File: config.mk
export PLATFORM = sky130hd
export DESIGN_NAME = fetch_queue
export DESIGN_NICKNAME = d
export VERILOG_FILES = /design/src/rtl/fetch_queue.sv
export SDC_FILE = /design/constraint.sdc
export NUM_CORES = 1
export LEC_CHECK = 0
export ABC_AREA = 1
export CELL_PAD_IN_SITES_DETAIL_PLACEMENT = 0
export CELL_PAD_IN_SITES_GLOBAL_PLACEMENT = 1
export CORE_MARGIN = 2
export CORE_UTILIZATION = 47
export CTS_CLUSTER_SIZE = 20
export DETAILED_ROUTE_END_ITERATION = 10
export PLACE_DENSITY_LB_ADDON = 0.12
export SKIP_CTS_REPAIR_TIMING = 1
export SYNTH_ARGS = -nofsm -noshare
export SYNTH_HDL_FRONTEND = slang
export SYNTH_SLANG_ARGS = --single-unit
File: constraint.sdc
create_clock -name i_clk -period 8.2 [get_ports i_clk]
set_clock_uncertainty 0.05 [all_clocks]
set_input_delay 0.82 -clock i_clk [delete_from_list [all_inputs] [get_ports i_clk]]
set_output_delay 0.82 -clock i_clk [all_outputs]
set_load 0.05 [all_outputs]
File: src/rtl/fetch_queue.sv
// Prefetching fetch unit: req/ack memory port -> DEPTH-entry FIFO -> ID registers, with empty-FIFO bypass.
// Optional misaligned-branch trap enabled by defining FETCH_MISALIGN_EN.
module fetch_queue #(
   parameter int          DEPTH        = 4,
   parameter logic [31:0] RESET_VECTOR = 32'h0000_0000
) (
   input  logic        i_clk,
   input  logic        i_rst,
   input  logic        i_clk_ce,
   output logic [31:0] o_mem_addr,
   output logic        o_mem_req,
   input  logic        i_mem_ack,
   input  logic [31:0] i_mem_data,
   input  logic        i_hz_data,
   input  logic        i_br_en,
   input  logic [31:0] i_br_addr,
   output logic [31:0] o_id_pc,
   output logic [31:0] o_id_ret,
   output logic [31:0] o_id_ir,
   output logic        o_hz_br,
   output logic        o_misalign
);

   localparam int PW = (DEPTH > 1) ? $clog2(DEPTH) : 1;
   localparam int CW = $clog2(DEPTH + 1);

   logic [31:0]   fetch_pc;
   logic [CW-1:0] count;
   logic [PW-1:0] rd_ptr;
   logic [PW-1:0] wr_ptr;
   logic [31:0]   fifo_pc   [DEPTH];
   logic [31:0]   fifo_data [DEPTH];
   logic          id_valid;
   logic [31:0]   id_pc;
   logic [31:0]   id_ret;
   logic [31:0]   id_ir;
   logic          misalign_q;
   logic [31:0]   br_target;

   logic full;
   logic accept;
   logic ld;
   logic pop;
   logic bypass;
   logic push;

   assign br_target = {i_br_addr[31:2], 2'b00};

`ifndef FETCH_MISALIGN_EN
   logic unused_br_lsbs;
   assign unused_br_lsbs = ^i_br_addr[1:0];
   assign misalign_q     = 1'b0;
`endif

   // The accepted word goes to ID directly only when ID is loading and the FIFO has nothing older.
   always_comb begin
      full      = (count == CW'(DEPTH));
      o_mem_req = !full && !misalign_q && !i_rst;
      accept    = i_mem_ack && o_mem_req && i_clk_ce && !i_br_en;
      ld        = i_clk_ce && (!id_valid || !i_hz_data);
      pop       = ld && !i_br_en && (count != '0);
      bypass    = ld && !i_br_en && (count == '0) && accept;
      push      = accept && !bypass;
   end

   always_ff @(posedge i_clk or posedge i_rst) begin
      if (i_rst) begin
         fetch_pc   <= RESET_VECTOR;
         count      <= '0;
         rd_ptr     <= '0;
         wr_ptr     <= '0;
`ifdef FETCH_MISALIGN_EN
         misalign_q <= 1'b0;
`endif
      end else if (i_clk_ce) begin
         if (i_br_en) begin
            fetch_pc   <= br_target;
            count      <= '0;
            rd_ptr     <= '0;
            wr_ptr     <= '0;
`ifdef FETCH_MISALIGN_EN
            misalign_q <= |i_br_addr[1:0];
`endif
         end else begin
            if (accept) fetch_pc <= fetch_pc + 32'd4;
            if (push)   wr_ptr   <= wr_ptr + PW'(1);
            if (pop)    rd_ptr   <= rd_ptr + PW'(1);
            case ({push, pop})
               2'b10:   count <= count + CW'(1);
               2'b01:   count <= count - CW'(1);
               default: count <= count;
            endcase
         end
      end
   end

   // Entry storage needs no reset; count/pointers define which entries are live.
   always_ff @(posedge i_clk) begin
      if (push) begin
         fifo_pc[wr_ptr]   <= fetch_pc;
         fifo_data[wr_ptr] <= i_mem_data;
      end
   end

   always_ff @(posedge i_clk or posedge i_rst) begin
      if (i_rst) begin
         id_valid <= 1'b0;
         id_pc    <= '0;
         id_ret   <= '0;
         id_ir    <= '0;
      end else if (i_clk_ce) begin
         if (i_br_en) begin
            id_valid <= 1'b0;
            id_ir    <= '0;
         end else if (ld) begin
            if (pop) begin
               id_valid <= 1'b1;
               id_pc    <= fifo_pc[rd_ptr];
               id_ret   <= fifo_pc[rd_ptr] + 32'd4;
               id_ir    <= fifo_data[rd_ptr];
            end else if (bypass) begin
               id_valid <= 1'b1;
               id_pc    <= fetch_pc;
               id_ret   <= fetch_pc + 32'd4;
               id_ir    <= i_mem_data;
            end else begin
               id_valid <= 1'b0;
               id_ir    <= '0;
            end
         end
      end
   end

   assign o_mem_addr = fetch_pc;
   assign o_id_pc    = id_pc;
   assign o_id_ret   = id_ret;
   assign o_id_ir    = id_ir;
   assign o_hz_br    = !id_valid;
   assign o_misalign = misalign_q;

endmodule

# Word-level counts from Yosys, hierarchy flattened
# Memory sizes are Yosys's and may differ from the RTL's.
# Cells that the tools add are included.
# totals
n_memories,2
ramBits,256
elab_cells,73
register_bits,136
# classes
eq_ne,3
add_sub_neg,6
bitwise,1
n_reduce_logical,31
mux,22
# memory_table
memory,words,word_bits,rd,rd_clocked_by_memory_dff,wr,line,rtl
fifo_data,4,32,1,0,1,32,logic [31:0] fifo_data [DEPTH];
fifo_pc,4,32,1,0,1,31,logic [31:0] fifo_pc [DEPTH];
# ops
op,n
$mux W32,10
$add A32 B3 Y32 const B,2
$logic_and A1 B1 Y1,10
$reduce_and A2 Y1,5
$reduce_bool A2 Y1,5
$mux W2,4
$logic_not A1 Y1,6
$mux W1,6
$pmux W3 S2,1
$reduce_bool A3 Y1,2
$add A2 B1 Y2 const B,2
$reduce_and A4 Y1,1
$add A3 B1 Y3 const B,1
$eq A3 B3 Y1 const B,1
$logic_not A3 Y1,1
$mux W3,1
$sub A3 B1 Y3 const B,1
$eq A2 B1 Y1 const B,1
$eq A2 B2 Y1 const B,1
$logic_or A1 B1 Y1,1
$not A1 Y1,1

# Logic depth before layout (Yosys ltp)
# Gate-level depths: netlist (run 1).
# logic_depth
ltp_word,12
ltp_mapped,16
mapped_depth_nobuf,14

# Worst setup path before layout (run 1)
# Ideal clock, no wire load.
# synth_path
kind,input port to flip-flop
start,input i_rst
end,"memory fifo_data[0][0], enable pin"
required_time_ns,7.668
cell_stages,5
setup_slack_ns,2.780
path_buffers,0
t_arrival_ns,4.887
path_cell_list,a31oi_1 > nand3_1 > nor2_1 > nand2_1 > nor2_1
# synth_between
elab_chain_cells,10
# synth_rtl
element,line,rtl
start: declaration,8,"input logic i_rst,"
$logic_not A1 Y1 (no source line) (*),n/a,
$logic_and A1 B1 Y1 (*),58,o_mem_req = !full && !misalign_q && !i_rst;
$logic_and A1 B1 Y1 (*) (3 in a row),59,accept = i_mem_ack && o_mem_req && i_clk_ce && !i_br_en;
$logic_and A1 B1 Y1,62,bypass = ld && !i_br_en && (count == '0) && accept;
$logic_not A1 Y1,63,push = accept && !bypass;
$logic_and A1 B1 Y1 (*),63,
$mux W1 (*),99,if (push) begin
$mux W1 (not written as such) (*),101,fifo_data[wr_ptr] <= i_mem_data;
end: declaration,32,
# Mark *: on every way between the ends. The rest lies on a longest branch, timed or not.

# Worst setup path after layout (run 1)
# layout_path
start,input i_clk_ce
end,"register id_ret[18], in the netlist o_id_ret[18]"
# layout_between
elab_chain_cells,6
word_cells_on_any_way,10
classes_between,1 x mux; 9 x reduce/logical
# layout_rtl
element,line,rtl
start: declaration,9,"input logic i_clk_ce,"
$logic_and A1 B1 Y1,60,ld = i_clk_ce && (!id_valid || !i_hz_data);
$logic_and A1 B1 Y1,"61, 62",
$logic_and A1 B1 Y1 (2 in a row),62,
$reduce_bool A2 Y1 (no source line),n/a,
$reduce_and A4 Y1 (no source line),n/a,
end signal: assignment,119,id_ret <= fifo_pc[rd_ptr] + 32'd4;
end signal: assignment,124,id_ret <= fetch_pc + 32'd4;
end: declaration,35,logic [31:0] id_ret;
# Several ways; a longest one is shown, not always the timed one.
# A chain may end at the register's enable or synchronous reset.

==> results of run 1 <==
[critical path: stages]
cell	delay, ns
clkdlybuf4s50_1	0.59
inv_2	0.09
a21oi_2	0.12
nand2_2	0.10
nor2_2	0.15
nand4_2	0.64
nand2_4	0.85
buf_4	0.57
o21ai_0	0.19
o22ai_1	0.17
inv_1	0.05
[area by class of cell]
| type | count | area share (%) |
|---|---|---|
| Clock inverter | 10 | 0.448 |
| Sequential cell | 378 | 51.1 |
| Clock buffer | 66 | 5.78 |
| Multi-Input combinational cell | 1126 | 27.1 |
| Tap cell | 468 | 2.79 |
| Inverter | 171 | 3.13 |
| Timing Repair Buffer | 207 | 9.69 |
[cell usage in the layout (no fill, tap or decap), types with 16 or more instances in the layout]
master and count:
a32o_1 21, clkbuf_1 17, nor2_1 178, nand2_2 17, a21oi_1 38, buf_4 16, inv_1 159, nand4_1 17
clkbuf_16 42, clkdlybuf4s50_1 191, dfrtp_1 129, nand2_1 408, o211ai_1 20, nand3_1 120, edfxtp_1 248, o22ai_1 54
o21ai_0 105, xor2_1 18, a211oi_2 16, nor2_2 19
[power by group]
part	switching (uW)	internal, uW
Combinational	2010	859
Sequential	278	2330
Clock	741	1050
Total	3030	4240
[worst paths after layout]
path,start,depth (start not counted),to,slack (ns)
hold reg to reg,o_id_ret[2],1,o_id_ret[2],0.44
max in group asynchronous,i_rst,3,o_mem_addr[25],5.96
min in group asynchronous,i_rst,2,id_valid,0.79
hold / removal,o_id_ret[2],1,o_id_ret[2],0.44
setup / recovery,i_clk_ce,11,o_id_ret[18],4.19
setup reg to reg,count[2],8,o_id_ret[18],4.35
[logic make-up (layout without fill, tap and decap cells)]
| group | after synthesis | after routing | synth area share [%] |
|---|---|---|---|
| AOI/OAI and AO/OA | 296 | 296 | 10.9 |
| xor gates and xnor gates | 19 | 19 | 0.949 |
| buffers and inverters | 265 | 454 | 6.96 |
| other | 1 | 7 | 0.0214 |
| and+or+nand+nor | 797 | 797 | 19.5 |
| DFF | 378 | 378 | 61.1 |
| adders and majority gates | 7 | 7 | 0.543 |
[Yosys cell counts (19+ instances only)]
library cell	number
nand2_1	409
edfxtp_1	248
nor2_1	182
inv_1	160
dfrtp_1	130
nand3_1	120
o21ai_0	105
o22ai_1	54
a21oi_1	38
clkbuf_1	33
buf_2	25
a32o_1	21
o211ai_1	20
nor2_2	19
[per-layer routing]
layer	share of wire, %	track usage [%]	vias up
li1	-	-	6354
met1	44	37.7	6543
met2	47	43.2	479
met3	6.8	3.81	74
met4	2.4	7.35	0
met5	0	0	-
[flip-flops by register name, summed over array words and instances, names as in the netlist, 3 cells and up]
register,flops
o_id_pc,30
o_id_ir,32
o_id_ret,30
fifo_pc,120
fifo_data,128
o_mem_addr,30
count,3
[per-stage QoR]
step	utilization [%]	std cells	power [uW]	hold WS (ns)	worst slack, ns
final	57.1	2426	7270	0.438	4.19
after global routing	57.1	2426	7630	0.463	3.97
after CTS	57.1	2426	7310	0.443	4.19
after detailed placement	53.6	2350	5510	0.427	3.60
after global placement	53.6	2350	5480	0.419	3.68
after floorplan	-	1769	4560	0.452	2.78
==> flow_metrics.tcl, run 1 <==
set metrics [dict create \
    rsz0062_at_grt "false" \
    cts_buffers 41 \
    grt_usage_pct 26.6 \
    vias 13500 \
    io_pins 201 \
    cts.clk_slew.worst_paths_ns 0.06 \
    die_w_um 197 \
    finalHoldViolCount 0 \
    gp_congestion 0.895 \
    dp_hpwl_um 31900 \
    synth_top_area_cell "edfxtp_1" \
    cp.required_ns 8.60 \
    setup_viol_count_final 0 \
    syn_area_mm2 0.0175 \
    power_density_mw_per_mm2 347 \
    tns_ns 0 \
    routedWlPerCell_um 21.1 \
    crit_type "in -> reg" \
    grt_pass1_vias 13000 \
    cp-end-kind "flip-flop" \
    synth_seq_cells 378 \
    synth_flop_cell "edfxtp_1" \
    htreeDepth 2 \
    synthCells 1763 \
    antennaDiodeCount 0 \
    synthArstFlopShare_pct 34.4 \
    drt_pre_antenna_iters 5 \
    fp-row-count 70 \
    relSlewSlack_pct 19.2 \
    placed_area_mm2 0.0197 \
    grt_antenna_before_repair 0 \
    yosys-top-cells-area "edfxtp_1 42%, dfrtp_1 19%, nand2_1 8.8%, nor2_1 3.9%, inv_1 3.4%" \
    stdcell_area_mm2 0.0210 \
    root_buffer "clkbuf_16" \
    grt_max_degree 128 \
    worst_ir_drop_vdd_mv 0.186 \
    worstHoldPathType "reg -> reg" \
    grt_first_pass_wirelength_um 77800 \
    yosysTopAreaCellShare_pct 42.5 \
    totalWireLength_um 51100 \
    synth_edf_count 248 \
    synth.distinct_cells 51 \
    overflow 0 \
    final_nets 2002 \
    die_h_um 197 \
    status "finished, final reports clean" \
    io_buffer_count 191 \
    die_area_mm2 0.0389 \
    period_share_pct 48.9 \
    cts_sinks 378 \
    detailedRoute.firstIterationViolations 1147 \
    worstPathArrival_ns 4.41 \
    vias_per_cell 5.54 \
    drive_above_1_share_pct 8.17 \
    worstMarginPinSlew_ns 1.21 \
    cts_tree "yes" \
    clk_latency_ns 0.56 \
    cts_buffer_depth 3 \
    min_period_ns 4.01 \
    ant_nets 0 \
    area_growth_pct 19.6 \
    num-fill-cells 3228 \
    slew_violations 0 \
    yosysSeqAreaShare_pct 61.1 \
    drc 0 \
    leakage_uw 0.00817 \
    synth_warnings 0 \
    multi_input_area_mm2 0.00568 \
    critPathLaunchType "primary input" \
    postSynthAreaPerCell_um2 9.94 \
    start_util_pct 47.8 \
    cap_viol_max_count 0 \
    fmax_mhz 249 \
    core_mm2 0.0367 \
    crit_fanout 54 \
    register_area_mm2 0.0107 \
]
Note: power is estimated with default switching activity, not from simulation.
==> run 2, diff against run 1 <==
--- a/config.mk
+++ b/config.mk
@@ -9,7 +9,7 @@
 export CELL_PAD_IN_SITES_DETAIL_PLACEMENT = 0
 export CELL_PAD_IN_SITES_GLOBAL_PLACEMENT = 1
 export CORE_MARGIN = 2
-export CORE_UTILIZATION = 47
+export CORE_UTILIZATION = 44
 export CTS_CLUSTER_SIZE = 20
 export DETAILED_ROUTE_END_ITERATION = 10
 export PLACE_DENSITY_LB_ADDON = 0.12
==> constraint.sdc (replaced) <==
create_clock -name i_clk -period 3.7 [get_ports i_clk]
set_clock_uncertainty 0.05 [all_clocks]
set_input_delay 0.37 -clock i_clk [delete_from_list [all_inputs] [get_ports i_clk]]
set_output_delay 0.37 -clock i_clk [all_outputs]
set_load 0.05 [all_outputs]
==> run 2 against run 1 <==
Net effect:
- die area rose by 6.7%
- core utilization decreased by 3.4 points
- sequential share of layout area decreased by 0.72 points
- register-to-register slack worse by 3.6 ns
- routed wire length increased by 0.29%
==> flow_metrics.tcl, run 2 (synthesis gave the netlist of run 1 again) <==
set metrics [dict create \
    status "finished, final reports clean" \
    critPathLaunchType "flip-flop" \
    start_util_pct 44.3 \
    vias 13400 \
    final_nets 2021 \
    worstHoldPathType "in -> async" \
    fin_util_pct 53.8 \
    drc 0 \
    power_uw 16300 \
    cts_tree "yes" \
    r2r_slack_ns 0.78 \
    io_buffer_count 191 \
    detailedRoute.firstIterationViolations 1017 \
    routedWlPerCell_um 20.5 \
    grt_usage_pct 24.8 \
    final_cell_count_no_fill 2504 \
    core_mm2 0.0395 \
    drive_above_1_share_pct 9.20 \
    area_growth_pct 21.3 \
    crit_type "reg -> reg" \
    gp_congestion 0.906 \
    leakage_uw 0.00829 \
    clkPwrFrac_pct 25.2 \
    setup_viol_count_final 0 \
    placedCellCount 2424 \
    fin_ws_ns 0.775 \
    period_share_pct 79.0 \
    regMostFlops "fifo_data" \
    root_buffer "clkbuf_16" \
    rsz0062_at_grt "false" \
    num-fill-cells 3567 \
    r2r_start "rd_ptr[0]" \
    die_area_mm2 0.0414 \
    totalWireLength_um 51200 \
    finalHoldViolCount 0 \
    power_density_mw_per_mm2 767 \
    grt_pass1_vias 12800 \
    clk_latency_ns 0.56 \
    layout_common_cells "408 x nand2_1, 248 x edfxtp_1, 191 x clkdlybuf4s50_1" \
    dp_slack_ns 0.784 \
    relSlewSlack_pct 49.7 \
    cp-end-kind "flip-flop" \
    cap_viol_max_count 0 \
    switching_share_pct 41.5 \
    die_h_um 204 \
    crit_fanout 63 \
    drt_pre_antenna_iters 5 \
    worstMarginPinSlew_ns 0.754 \
    cts_buffers 43 \
    slew_violations 0 \
    vias_per_cell 5.37 \
    worst_ir_drop_vdd_mv 0.398 \
    pwr-share-comb_pct 39.4 \
    io_pins 201 \
    cts_buffer_depth 3 \
    dp_hpwl_um 33600 \
    die_w_um 204 \
    grt_antenna_before_repair 0 \
    worstRegToRegCells 14 \
    cts.clk_slew.worst_paths_ns 0.06 \
    p_sw_uw 6770 \
    grt_first_pass_wirelength_um 77500 \
    antennaDiodeCount 0 \
    ant_nets 0 \
    cp.required_ns 4.11 \
    htreeDepth 2 \
    worstPathArrival_ns 3.33 \
    min_period_ns 2.92 \
    power_frac_seq_pct 35.4 \
    cts_sinks 378 \
    fmax_mhz 342 \
    final_common_cell "nand2_1" \
    reg2reg_to "o_id_ret[31]" \
    p_int_uw 9530 \
    grt_max_degree 88 \
    fp-row-count 73 \
    largest_reg_flops 128 \
    overflow 0 \
]
run 2: per-stage QoR:
stage                     area, um2  setup TNS, ns  hold slack (ns)
after global routing          21300              0            0.256
after detailed placement      19900              0            0.417
after floorplan               17600        -108.50            0.419
after CTS                     21300              0            0.192
after global placement        19900              0            0.417
final                         21300              0            0.196
run 2: worst max path at each step:
stage               startpoint         endpoint  slack, ns  cells after the start
floorplan             count[0]  fifo_data[0][0]      -0.44                      6
global placement         i_rst         count[2]       0.80                     13
detailed placement       i_rst         count[2]       0.78                     13
CTS                  rd_ptr[0]     o_id_ret[25]       0.75                     12
global route         rd_ptr[0]     o_id_ret[27]       0.44                     14
finish               rd_ptr[0]     o_id_ret[31]       0.78                     14
run 2: per-layer routing:
layer,part of all wire (%),track usage [%],wire (um)
met1,45,35.8,23200
met2,46,39.5,23800
met3,6.3,3.39,3230
met4,2.0,6.62,1040
met5,0,0,0
run 2: layout make-up:
type | instances | area, um2 | share of cell area [%]
Inverter | 171 | 656 | 3.08
Multi-Input combinational cell | 1126 | 5680 | 26.7
Sequential cell | 378 | 10700 | 50.3
Tap cell | 525 | 657 | 3.09
Timing Repair Buffer | 224 | 2210 | 10.4
Clock buffer | 67 | 1230 | 5.77
Clock inverter | 13 | 129 | 0.606
run 2: critical path, stage by stage (launching register included):
cell and delay [ns]:
dfrtp_4 0.61, buf_4 0.65, nand2_1 0.10, nand3_1 0.11, nand2_1 0.24, nor2_1 0.23, nand2_1 0.10, inv_1 0.08
nand3_1 0.07, nor2_1 0.18, nand2_1 0.07, nand2_1 0.06, nand3_1 0.10, nand2_1 0.07, inv_1 0.03
run 2: power by group through the flow:
| stage | Clock (uW) | Sequential (uW) | Combinational [uW] |
|---|---|---|---|
| final | 4100 | 5770 | 6420 |
| after global routing | 4360 | 5850 | 6890 |
| after CTS | 4200 | 5790 | 6430 |
| after detailed placement | 0 | 5860 | 6410 |
| after global placement | 0 | 5850 | 6370 |
| after floorplan | 0 | 7360 | 2740 |
==> run 3, diff against run 2 <==
==> constraint.sdc (replaced) <==
create_clock -name i_clk -period 2.7 [get_ports i_clk]
set_clock_uncertainty 0.05 [all_clocks]
set_input_delay 0.27 -clock i_clk [delete_from_list [all_inputs] [get_ports i_clk]]
set_output_delay 0.27 -clock i_clk [all_outputs]
set_load 0.05 [all_outputs]
==> run 3 against run 2 <==
Net effect:
- maximum frequency is 16% higher
- flip-flop and latch count is the same
- sequential power is 35% higher
- total power grew 40%
- count of clock-buffer cells in the layout fell by 4
- register-to-register slack got worse by 0.60 ns
- die area did not move
- non-clock buffer count rose by 47
- worst setup slack worse by 0.60 ns
- final cell count grew 1.8%
- worst hold slack better by 0.00098 ns
- first-iteration DRC count up 5.6%
- critical path type unchanged
- largest power group unchanged
==> flow_metrics.tcl, run 3 (synthesis gave the netlist of run 1 again) <==
set metrics [dict create \
    status "finished, final reports clean" \
    worst_path_max_delay_cell "dfrtp_4" \
    worstPathArrival_ns 2.92 \
    critical_path.top_delay_family "simple AND/OR/NAND/NOR gates" \
    slew_violations 0 \
    overflow 0 \
    final_cell_count_no_fill 2549 \
    crit_top_cell "nand3_1" \
    area_growth_pct 25.0 \
    cts_buffer_depth 3 \
    clk_latency_ns 0.57 \
    die_h_um 204 \
    grt_antenna_before_repair 0 \
    io_buffer_count 191 \
    crit_fanout 21 \
    crit_type "reg -> reg" \
    cts_sinks 378 \
    totalWireLength_um 51600 \
    grt_max_degree 54 \
    cts_buffers 42 \
    cp.required_ns 3.10 \
    drive_above_1_share_pct 12.0 \
    cts.clk_slew.worst_paths_ns 0.06 \
    cts_tree "yes" \
    worstRegToRegCells 12 \
    dp_hpwl_um 34900 \
    root_buffer "clkbuf_16" \
    core_mm2 0.0395 \
    r2r_start "rd_ptr[0]" \
    ant_nets 0 \
    worstMarginPinSlew_ns 0.632 \
    drc 0 \
    io_pins 201 \
    antennaDiodeCount 0 \
    regMostFlops "fifo_data" \
    cp-startpoint "rd_ptr[0]" \
    vias_per_cell 5.29 \
    final_common_cell "nand2_1" \
    htreeDepth 2 \
    final_nets 2067 \
    relSlewSlack_pct 57.7 \
    cap_viol_max_count 0 \
    path_buf_inv 2 \
    grt_first_pass_wirelength_um 78800 \
    power_density_mw_per_mm2 1040 \
    reg2reg_to "o_id_ret[16]" \
    min_period_ns 2.52 \
    fp-row-count 73 \
    largest_reg_flops 128 \
    drt_pre_antenna_iters 7 \
    cp-end-kind "flip-flop" \
    die_area_mm2 0.0414 \
    routedWlPerCell_um 20.2 \
    path_cells "clkinv_8 > nand2_1 > nand3_1 > nand2_2 > ha_1 > nand3_1 > nor2_2 > nand2_1 > nand3_1 > nand4_1 > o21ai_0 > inv_1" \
    num-fill-cells 3431 \
    period_share_pct 93.4 \
    worst_ir_drop_vdd_mv 0.706 \
    detailedRoute.firstIterationViolations 1074 \
    vias 13500 \
    critPathLaunchType "flip-flop" \
    fmax_mhz 396 \
    setup_viol_count_final 0 \
    finalHoldViolCount 0 \
    die_w_um 204 \
    start_util_pct 44.3 \
    r2r_slack_ns 0.18 \
    layout_common_cells "407 x nand2_1, 248 x edfxtp_1, 191 x clkdlybuf4s50_1" \
    grt_pass1_vias 13000 \
    crit_end "o_id_ret[16]" \
    crit_cells 12 \
    leakage_uw 0.00862 \
    cpPeakStageDelay_ns 0.58 \
    gp_congestion 0.936 \
    placedCellCount 2471 \
    rsz0062_at_grt "true" \
    grt_usage_pct 25.2 \
    fin_util_pct 55.4 \
    worstHoldPathType "in -> async" \
]
==> run 3: changes by cell type in the layout (fill, tap and decap cells not counted), sizes merged <==
cell / change
inv: -1
clkinvlp: +1
buf: +47
clkinv: +2
clkbuf: -4
==> run 3: layout make-up <==
| class | instances | area [um2] | area share, % |
|---|---|---|---|
| inverters | 171 | 661 | 3.01 |
| multi-input cells | 1126 | 5730 | 26.1 |
| clock buffers | 63 | 1280 | 5.86 |
| flip-flops and latches | 378 | 10700 | 48.8 |
| well taps | 525 | 657 | 3.00 |
| clock inverters | 15 | 130 | 0.594 |
| repair buffers | 271 | 2750 | 12.6 |
==> run 3: how the worst min path moves through the flow <==
| stage | slack (ns) | end | cells past startpoint | start |
|---|---|---|---|---|
| floorplan | 0.32 | fifo_data[0][0] | 0 | i_mem_data[0] |
| global route | 0.22 | o_id_ir[2] | 2 | i_rst |
| finish | 0.20 | o_id_ir[8] | 2 | i_rst |
| CTS | 0.19 | o_id_ir[8] | 2 | i_rst |
| global placement | 0.41 | o_id_ret[30] | 2 | o_id_ret[30] |
| detailed placement | 0.42 | o_id_ret[30] | 2 | o_id_ret[30] |
==> run 3: report_power, final <==
| part | total (uW) | switching [uW] | internal [uW] |
|---|---|---|---|
| Clock | 5770 | 2300 | 3480 |
| Sequential | 7790 | 709 | 7080 |
| Combinational | 9320 | 6360 | 2960 |
| Total | 22900 | 9360 | 13500 |
==> run 3: worst register-to-register path: cells and delay by family (launching register included) <==
| kind | cells | cell delay [ns] |
|---|---|---|
| AND/OR/NAND/NOR | 8 | 1.21 |
| flip-flops | 1 | 0.58 |
| buffers and inverters | 2 | 0.26 |
| adder cells (fa/ha/maj) | 1 | 0.20 |
| AO/OA/AOI/OAI | 1 | 0.12 |
==> run 3: routing by layer <==
metal	GRT usage, %	up-vias	share of wire (%)
li1	-	6468	-
met5	0	-	0
met4	6.10	0	2.0
met2	40.7	454	47
met1	36.0	6490	45
met3	3.87	74	6.4
==> run 3: stage by stage <==
stage | power [uW] | hold WS [ns] | setup WS (ns) | instance area, um2 | TNS, ns
floorplan | 13900 | 0.319 | -0.00879 | 17600 | -0.545
global placement | 17100 | 0.413 | 0.181 | 20500 | 0
detailed placement | 17200 | 0.420 | 0.156 | 20500 | 0
CTS | 23000 | 0.191 | 0.151 | 21900 | 0
global route | 24000 | 0.215 | -0.0219 | 21900 | -0.0219
finish | 22900 | 0.197 | 0.177 | 21900 | 0
